<file path="config.mk">
export PLATFORM = sky130hd
export DESIGN_NAME = dht11_reader
export DESIGN_NICKNAME = d
export VERILOG_FILES = /design/src/rtl/dht11_reader.sv
export SDC_FILE = /design/constraint.sdc
export NUM_CORES = 1
export LEC_CHECK = 0
export CORE_AREA = 3 3 110 112
export CTS_BUF_LIST = sky130_fd_sc_hd__clkbuf_4 sky130_fd_sc_hd__clkbuf_8
export DETAILED_ROUTE_END_ITERATION = 16
export DIE_AREA = 0 0 113 115
export PLACE_DENSITY_LB_ADDON = 0.12
export SLEW_MARGIN = 20
export SYNTH_ARGS = -nofsm -noshare
export SYNTH_HDL_FRONTEND = slang
export SYNTH_SLANG_ARGS = --single-unit
export TNS_END_PERCENT = 30
</file>
<file path="constraint.sdc">
create_clock -name CLK -period 4 [get_ports CLK]
set_clock_uncertainty 0.05 [all_clocks]
set_input_delay 0.8 -clock CLK [delete_from_list [all_inputs] [get_ports CLK]]
set_output_delay 0.8 -clock CLK [all_outputs]
set_load 0.1 [all_outputs]
</file>
<file path="src/rtl/dht11_reader.sv">
// DHT11 single-wire reader: host start pulse, pulse-width bit decode, 40-bit frame capture.
// Optional checksum validation is enabled by defining DHT_CHECKSUM_EN.
module dht11_reader #(
  parameter int CLK_FREQ_HZ   = 50_000_000,
  parameter int START_LOW_US  = 18000,
  parameter int BIT_THRESH_US = 40,
  parameter int TIMEOUT_US    = 200
) (
  input  logic       CLK,
  input  logic       RST,
  input  logic       START,
  output logic       DIR,
  output logic       SEND,
  input  logic       READ,
  output logic       BUSY,
  output logic       DONE,
  output logic       ERROR,
  output logic [7:0] HUM_INT,
  output logic [7:0] HUM_DEC,
  output logic [7:0] TEMP_INT,
  output logic [7:0] TEMP_DEC
);

  localparam int DIV = CLK_FREQ_HZ / 1_000_000;
  localparam int PW  = (DIV > 1) ? $clog2(DIV) : 1;
  localparam logic [PW-1:0] PRE_MAX   = PW'(DIV - 1);
  localparam logic [14:0]   T_START   = 15'(START_LOW_US - 1);
  localparam logic [14:0]   T_TIMEOUT = 15'(TIMEOUT_US - 1);
  localparam logic [14:0]   T_THRESH  = 15'(BIT_THRESH_US);

  typedef enum logic [3:0] {
    S_IDLE, S_START_LOW, S_RELEASE, S_RESP_LOW, S_RESP_HIGH,
    S_BIT_LOW, S_BIT_HIGH, S_CHECK, S_FINISH
  } state_t;

  state_t        state_q, state_d;
  logic          rd_m_q, rd_s_q, rd_prev_q;
  logic [PW-1:0] pre_q;
  logic [14:0]   timer_q;
  logic [39:0]   sh_q;
  logic [5:0]    cnt_q;
  logic          rise, fall, tick, timeout, frame_ok, wait_st;

  assign SEND = 1'b0;
  assign rise = rd_s_q & ~rd_prev_q;
  assign fall = ~rd_s_q & rd_prev_q;
  assign tick = (pre_q == PRE_MAX);

`ifdef DHT_CHECKSUM_EN
  logic [7:0] sum;
  assign sum      = sh_q[39:32] + sh_q[31:24] + sh_q[23:16] + sh_q[15:8];
  assign frame_ok = (sum == sh_q[7:0]);
`else
  assign frame_ok = 1'b1;
`endif

  // Line idles high through the pull-up, so the synchronizer resets high
  always_ff @(posedge CLK or posedge RST) begin
    if (RST) begin
      rd_m_q    <= 1'b1;
      rd_s_q    <= 1'b1;
      rd_prev_q <= 1'b1;
    end else begin
      rd_m_q    <= READ;
      rd_s_q    <= rd_m_q;
      rd_prev_q <= rd_s_q;
    end
  end

  assign wait_st = (state_q == S_RELEASE) || (state_q == S_RESP_LOW) ||
                   (state_q == S_RESP_HIGH) || (state_q == S_BIT_LOW) ||
                   (state_q == S_BIT_HIGH);
  // Terminal counts fire on the tick that completes the interval, giving exact durations
  assign timeout = wait_st && tick && (timer_q == T_TIMEOUT);

  always_comb begin
    state_d = state_q;
    case (state_q)
      S_IDLE:      if (START) state_d = S_START_LOW;
      S_START_LOW: if (tick && timer_q == T_START) state_d = S_RELEASE;
      S_RELEASE:   if (fall) state_d = S_RESP_LOW;
      S_RESP_LOW:  if (rise) state_d = S_RESP_HIGH;
      S_RESP_HIGH: if (fall) state_d = S_BIT_LOW;
      S_BIT_LOW:   if (rise) state_d = S_BIT_HIGH;
      S_BIT_HIGH:  if (fall) state_d = (cnt_q == 6'd39) ? S_CHECK : S_BIT_LOW;
      S_CHECK:     state_d = S_FINISH;
      S_FINISH:    state_d = S_IDLE;
      default:     state_d = S_IDLE;
    endcase
    if (timeout) state_d = S_FINISH;
  end

  always_ff @(posedge CLK or posedge RST) begin
    if (RST) begin
      state_q  <= S_IDLE;
      pre_q    <= '0;
      timer_q  <= '0;
      sh_q     <= '0;
      cnt_q    <= '0;
      DIR      <= 1'b0;
      BUSY     <= 1'b0;
      DONE     <= 1'b0;
      ERROR    <= 1'b0;
      HUM_INT  <= '0;
      HUM_DEC  <= '0;
      TEMP_INT <= '0;
      TEMP_DEC <= '0;
    end else begin
      state_q <= state_d;
      DIR     <= (state_d == S_START_LOW);
      BUSY    <= (state_d != S_IDLE);
      DONE    <= (state_d == S_FINISH);
      if (state_d != state_q) begin
        pre_q   <= '0;
        timer_q <= '0;
      end else begin
        pre_q <= tick ? '0 : pre_q + 1'b1;
        if (tick) timer_q <= timer_q + 15'd1;
      end
      if (state_q == S_IDLE && state_d == S_START_LOW) begin
        ERROR <= 1'b0;
        sh_q  <= '0;
        cnt_q <= '0;
      end
      if (state_q == S_BIT_HIGH && (state_d == S_BIT_LOW || state_d == S_CHECK)) begin
        sh_q  <= {sh_q[38:0], (timer_q > T_THRESH)};
        cnt_q <= cnt_q + 6'd1;
      end
      if (timeout) ERROR <= 1'b1;
      if (state_q == S_CHECK) begin
        if (frame_ok) begin
          HUM_INT  <= sh_q[39:32];
          HUM_DEC  <= sh_q[31:24];
          TEMP_INT <= sh_q[23:16];
          TEMP_DEC <= sh_q[15:8];
          ERROR    <= 1'b0;
        end else begin
          ERROR    <= 1'b1;
        end
      end
    end
  end

endmodule

</file>
# Word level (Yosys, flattened, before mapping)
# Index checks and enable logic that the tools add are counted.
[word_totals]
register_bits = 110
in_bits = 4
out_inout_bits = 37
elab_cells = 76
[op_classes]
n_addsub = 3
magnitude_cmp = 1
n_eq_ne = 16
n_mux = 21
bitwise_logic = 4
reduce_logical = 15
[ops]
columns = ["cell", "count"]
rows = [
  ["40-bit 2-to-1 mux", 2],
  ["4-bit 2-to-1 mux", 8],
  ["4-bit one-hot mux with 8 select lines", 1],
  ["15-bit 2-to-1 mux", 2],
  ["4-bit by 3-bit equality test with 1-bit output, second input constant", 6],
  ["6-bit 2-to-1 mux", 4],
  ["15-bit by 1-bit adder with 15-bit output, second input constant", 1],
  ["15-bit equality test, second input constant", 1],
  ["15-bit by 8-bit equality test with 1-bit output, second input constant", 1],
  ["15-bit by 6-bit greater-than comparator with 1-bit output, second input constant", 1],
  ["6-bit by 1-bit adder with 6-bit output, second input constant", 2],
  ["6-bit equality test, second input constant", 2],
  ["4-bit by 1-bit equality test with 1-bit output, second input constant", 2],
  ["4-bit by 2-bit equality test with 1-bit output, second input constant", 2],
  ["1-bit logical AND", 5],
  ["1-bit logical OR", 5],
  ["4-bit equality test, second input constant", 1],
  ["4-bit logical NOT", 1],
  ["4-bit inequality test", 1],
  ["2-bit nonzero test", 2],
  ["4-bit nonzero test", 1],
  ["1-bit 2-to-1 mux", 3],
  ["3-bit nonzero test", 1],
  ["1-bit AND", 2],
  ["2 further kinds", 3],
]

# Logic depth before layout (Yosys ltp)
[depth]
word_depth = 13
depth_mapped = 10
ltp_nobuf = 8

# Worst setup path before layout
# OpenSTA, ideal clock, no wires.
[synth_path]
path_kind = "register -> register"
startpoint = "register pre_q[1]"
endpoint = "register pre_q[4]"
setup_time_ns = 0.096
arrival_ns = 2.122
required_ns = 3.854
slack_ns = 1.732
path_stages_with_launch = 11
n_path_buf = 2
period_less_slack_ns = 2.268
path_cell_list = "dfrtp_1 -> inv_1 -> ha_1 -> and4bb_2 -> nand4_2 -> o41ai_2 -> and2_1 -> buf_4 -> a21oi_2 -> buf_6 -> nor4_2"
[synth_via]
elab_chain_cells = 7
elab_cells_between_ends = 11
cone_classes = "1 x add/sub; 2 x eq/ne; 5 x mux; 3 x reduce/logical"
[synth_lines]
columns = ["item", "line", "source"]
rows = [
  ["from (decl)", "38", "logic [PW-1:0] pre_q;"],
  ["from (signal assigned)", "117", "pre_q <= tick ? '0 : pre_q + 1'b1;"],
  ["6-bit equality test", "47", "assign tick = (pre_q == PRE_MAX);"],
  ["1-bit logical AND", "80", "S_START_LOW: if (tick && timer_q == T_START) state_d = S_RELEASE;"],
  ["4-bit 2-to-1 mux", "80", ""],
  ["4-bit one-hot mux with 8 select lines", "78", "case (state_q)"],
  ["4-bit 2-to-1 mux", "90", "if (timeout) state_d = S_FINISH;"],
  ["4-bit inequality test", "113", "if (state_d != state_q) begin"],
  ["6-bit 2-to-1 mux *", "113", ""],
]
# Mark *: on every way between the ends. The rest lies on a longest branch, timed or not.
# A chain may end at the register's enable or synchronous reset.

# Worst setup path in the final report
[layout_path]
startpoint = "register pre_q[1]"
endpoint = "register pre_q[5]"
# Same word-level chain as after synthesis.

==> results.sh <==
export IMPL_cts_buffer_depth=2
export IMPL_cts_buffers=9
export IMPL_grt_pass1_wl_mm=16.3
export IMPL_synthXorXnorAreaFrac=0.0320
export IMPL_antenna_found_initial=0
export IMPL_ys_types=47
export IMPL_path_clk_slew_ps=100
export IMPL_grt_max_degree=57
export IMPL_synthToLayoutAreaGrowth_pct=15.0
export IMPL_synth_simple_area_share=0.203
export IMPL_die_w_um=113
export IMPL_initial_core_util=0.435
export IMPL_max_freq_mhz=351
export IMPL_placedInstanceArea_um2=5430
export IMPL_gp_congestion=0.803
export IMPL_std_cell_rows=39
export IMPL_preCtsSetupSlack_ps=1150
export IMPL_peakVddDrop_mv=0.256
export IMPL_final_common_cell="dfrtp_1"
export IMPL_cp_required_ps=4240
export IMPL_endpoint_kind="register"
export IMPL_synth_nets=468
export IMPL_drv_slew=0
export IMPL_period_needed_ps=2850
export IMPL_clkLatencyLatePin_ps=380
export IMPL_yosys_warnings=0
export IMPL_leakage_nw=2.45
export IMPL_nNetsFinal=498
export IMPL_critical_path_top_delay_family="simple AND/OR/NAND/NOR gates"
export IMPL_cts_root_buffer="clkbuf_8"
export IMPL_reg2reg_from="pre_q[1]"
export IMPL_run_status="completed"
export IMPL_fill_cells=1037
export IMPL_synth_seq_area_share=0.560
export IMPL_route_vias_total=3307
export IMPL_finalCritPeriodShare=0.711
export IMPL_core_area_um2=11300
export IMPL_layout_setup_ws_ps=1150
export IMPL_reg2reg_slack_ps=1150
export IMPL_synth_top_family_by_area="simple AND/OR/NAND/NOR gates"
export IMPL_port_buffers=39
export IMPL_relSlewSlack=0.335
export IMPL_cts_tree="done"
export IMPL_synthMuxAreaShare=0.0732
export IMPL_ys_ff_latch=110
export IMPL_dieArea_um2=13000
export IMPL_synth_area_um2=4920
export IMPL_crit_type="reg -> reg"
export IMPL_synthCells=459
export IMPL_grt_util_all_layers=0.155
export IMPL_drive_gt1_frac=0.180
export IMPL_critPathLaunchType="register"
export IMPL_power_w=0.00192
export IMPL_drt_iter0_markers=174
export IMPL_synth_adder_area_share=0.0147
export IMPL_rsz0062_at_grt="no"
export IMPL_synth_edf_count=0
export IMPL_cp_arrival_ps=3080
export IMPL_async_reset_ff_frac=1.00
export IMPL_final_area_um2=5660
export IMPL_setup_tns_ps=0
export IMPL_cts_resized=0
export IMPL_grt_overflow=0
export IMPL_crit_buf_inv=2
export IMPL_ant_nets=0
export IMPL_cpPeakStageDelay_ps=650
export IMPL_routed_wl_mm=9.19
export IMPL_synth_flop_cell="dfrtp_1"
export IMPL_synth_compound_area_frac=0.0798
export IMPL_post_route_drc_count=0
export IMPL_hp_class="reg -> reg"
export IMPL_die_y_um=115
export IMPL_grt_pass1_vias=3345
export IMPL_cp_max_fo=21
export IMPL_setup_viol=0
export IMPL_critPathSlowestCell="o41ai_2"
export IMPL_p_per_area_nw_per_um2=338
export IMPL_first_pass_iters=4
export IMPL_drv_cap=0
export IMPL_final_cell_mix="dfrtp_1, nand2_1, o21ai_0, clkdlybuf4s50_1, mux2_2"
export IMPL_avgSynthCellArea_um2=10.7
export IMPL_cts_setup_buffers=0
export IMPL_worst_slew_pin_slew_ps=995
export IMPL_dp_hpwl_mm=5.83
export IMPL_cts_num_sinks=110
export IMPL_min_from="rd_m_q"
export IMPL_crit_start="pre_q[1]"
export IMPL_finalHoldViolations=0
export IMPL_cp_cell_sequence="inv_1 > ha_1 > and4bb_2 > nand4_2 > o41ai_2 > and2_1 > a21oi_2 > buf_4 > nor4_1"
export IMPL_wl_per_cell_um=14.4
export IMPL_antenna_cells=0
export IMPL_htreeDepth=3
export IMPL_hold_buffers=0
export IMPL_viasPerCell=5.19
export IMPL_holdWs_ps=311
export IMPL_ios=41
## cell usage after synthesis (3+ instances only)
| cell type | instances | share of area |
|---|---|---|
| a21oi_1 | 9 | 0.0091 |
| and2_1 | 6 | 0.0076 |
| and3_1 | 3 | 0.0038 |
| buf_2 | 8 | 0.0081 |
| buf_4 | 3 | 0.0046 |
| clkbuf_1 | 13 | 0.0099 |
| dfrtp_1 | 107 | 0.54 |
| dfstp_2 | 3 | 0.016 |
| ha_1 | 5 | 0.013 |
| inv_1 | 11 | 0.0084 |
| mux2_2 | 32 | 0.073 |
| nand2_1 | 94 | 0.072 |
| nand2b_1 | 4 | 0.0051 |
| nand3_1 | 11 | 0.011 |
| nand3b_1 | 4 | 0.0061 |
| nand4_1 | 8 | 0.010 |
| nor2_1 | 15 | 0.011 |
| nor3_1 | 5 | 0.0051 |
| nor3_2 | 15 | 0.030 |
| nor4_1 | 3 | 0.0038 |
| nor4_2 | 5 | 0.013 |
| o21ai_0 | 47 | 0.048 |
| xnor2_1 | 8 | 0.014 |
| xor2_1 | 10 | 0.018 |
## final timing paths
| check | cells after the start | endpoint |
|---|---|---|
| setup reg to reg | 9 | pre_q[5] |
| hold reg to reg | 0 | rd_s_q |
| hold / removal | 0 | rd_s_q |
| setup / recovery | 9 | pre_q[5] |
| min in group asynchronous | 2 | BUSY |
| max in group asynchronous | 3 | sh_q[8] |
## registers in the layout, indices dropped and copies added, names as in the netlist, 4 cells and up
register and cells:
cnt_q 6, TEMP_INT 8, state_q 4, TEMP_DEC 8, HUM_DEC 8, HUM_INT 8
timer_q 15, sh_q 40, pre_q 6
## cell type report
cell class	count	area, um^2	area share
Sequential cell	110	2760	0.487
Multi-Input combinational cell	311	2000	0.353
Timing Repair Buffer	46	455	0.0804
Inverter	11	43.8	0.00773
Clock inverter	5	90.1	0.0159
Tap cell	143	179	0.0316
Clock buffer	11	139	0.0245
## worst register-to-register path: cells and delay by family, from the launching register on
| kind | cells | cell delay, ps |
|---|---|---|
| AOI/OAI and AO/OA | 2 | 740 |
| adders and majority gates | 1 | 130 |
| buffers and inverters | 2 | 310 |
| and+or+nand+nor | 4 | 1110 |
| DFF | 1 | 410 |
## logic make-up (layout without fill, tap and decap cells)
logic type	after synthesis	in the layout
compound gates	68	68
simple gates	186	186
fa+ha+maj	6	6
other cells	1	1
buf+inv	38	73
xor+xnor	18	18
flops	110	110
mux	32	32
## routing by layer
metal	track usage	share of wire	up-vias
met2	0.252	0.48	50
met3	0.0500	0.034	17
met1	0.199	0.47	1619
met5	0	0	-
li1	-	-	1621
met4	0.0497	0.017	0
## stage by stage
step,instances,util
after detailed placement,621,0.480
after global placement,621,0.480
final,637,0.500
after global routing,637,0.500
after floorplan,459,-
after CTS,637,0.500
## power by group
part / internal [W] / leakage (nW) / switching (W) / total (W)
Sequential: 0.00111 / 1.40 / 0.00000143 / 0.00112
Clock: 0.000376 / 0.114 / 0.000392 / 0.000768
Combinational: 0.00000594 / 0.937 / 0.0000267 / 0.0000327
(Power assumes the default switching activity.)
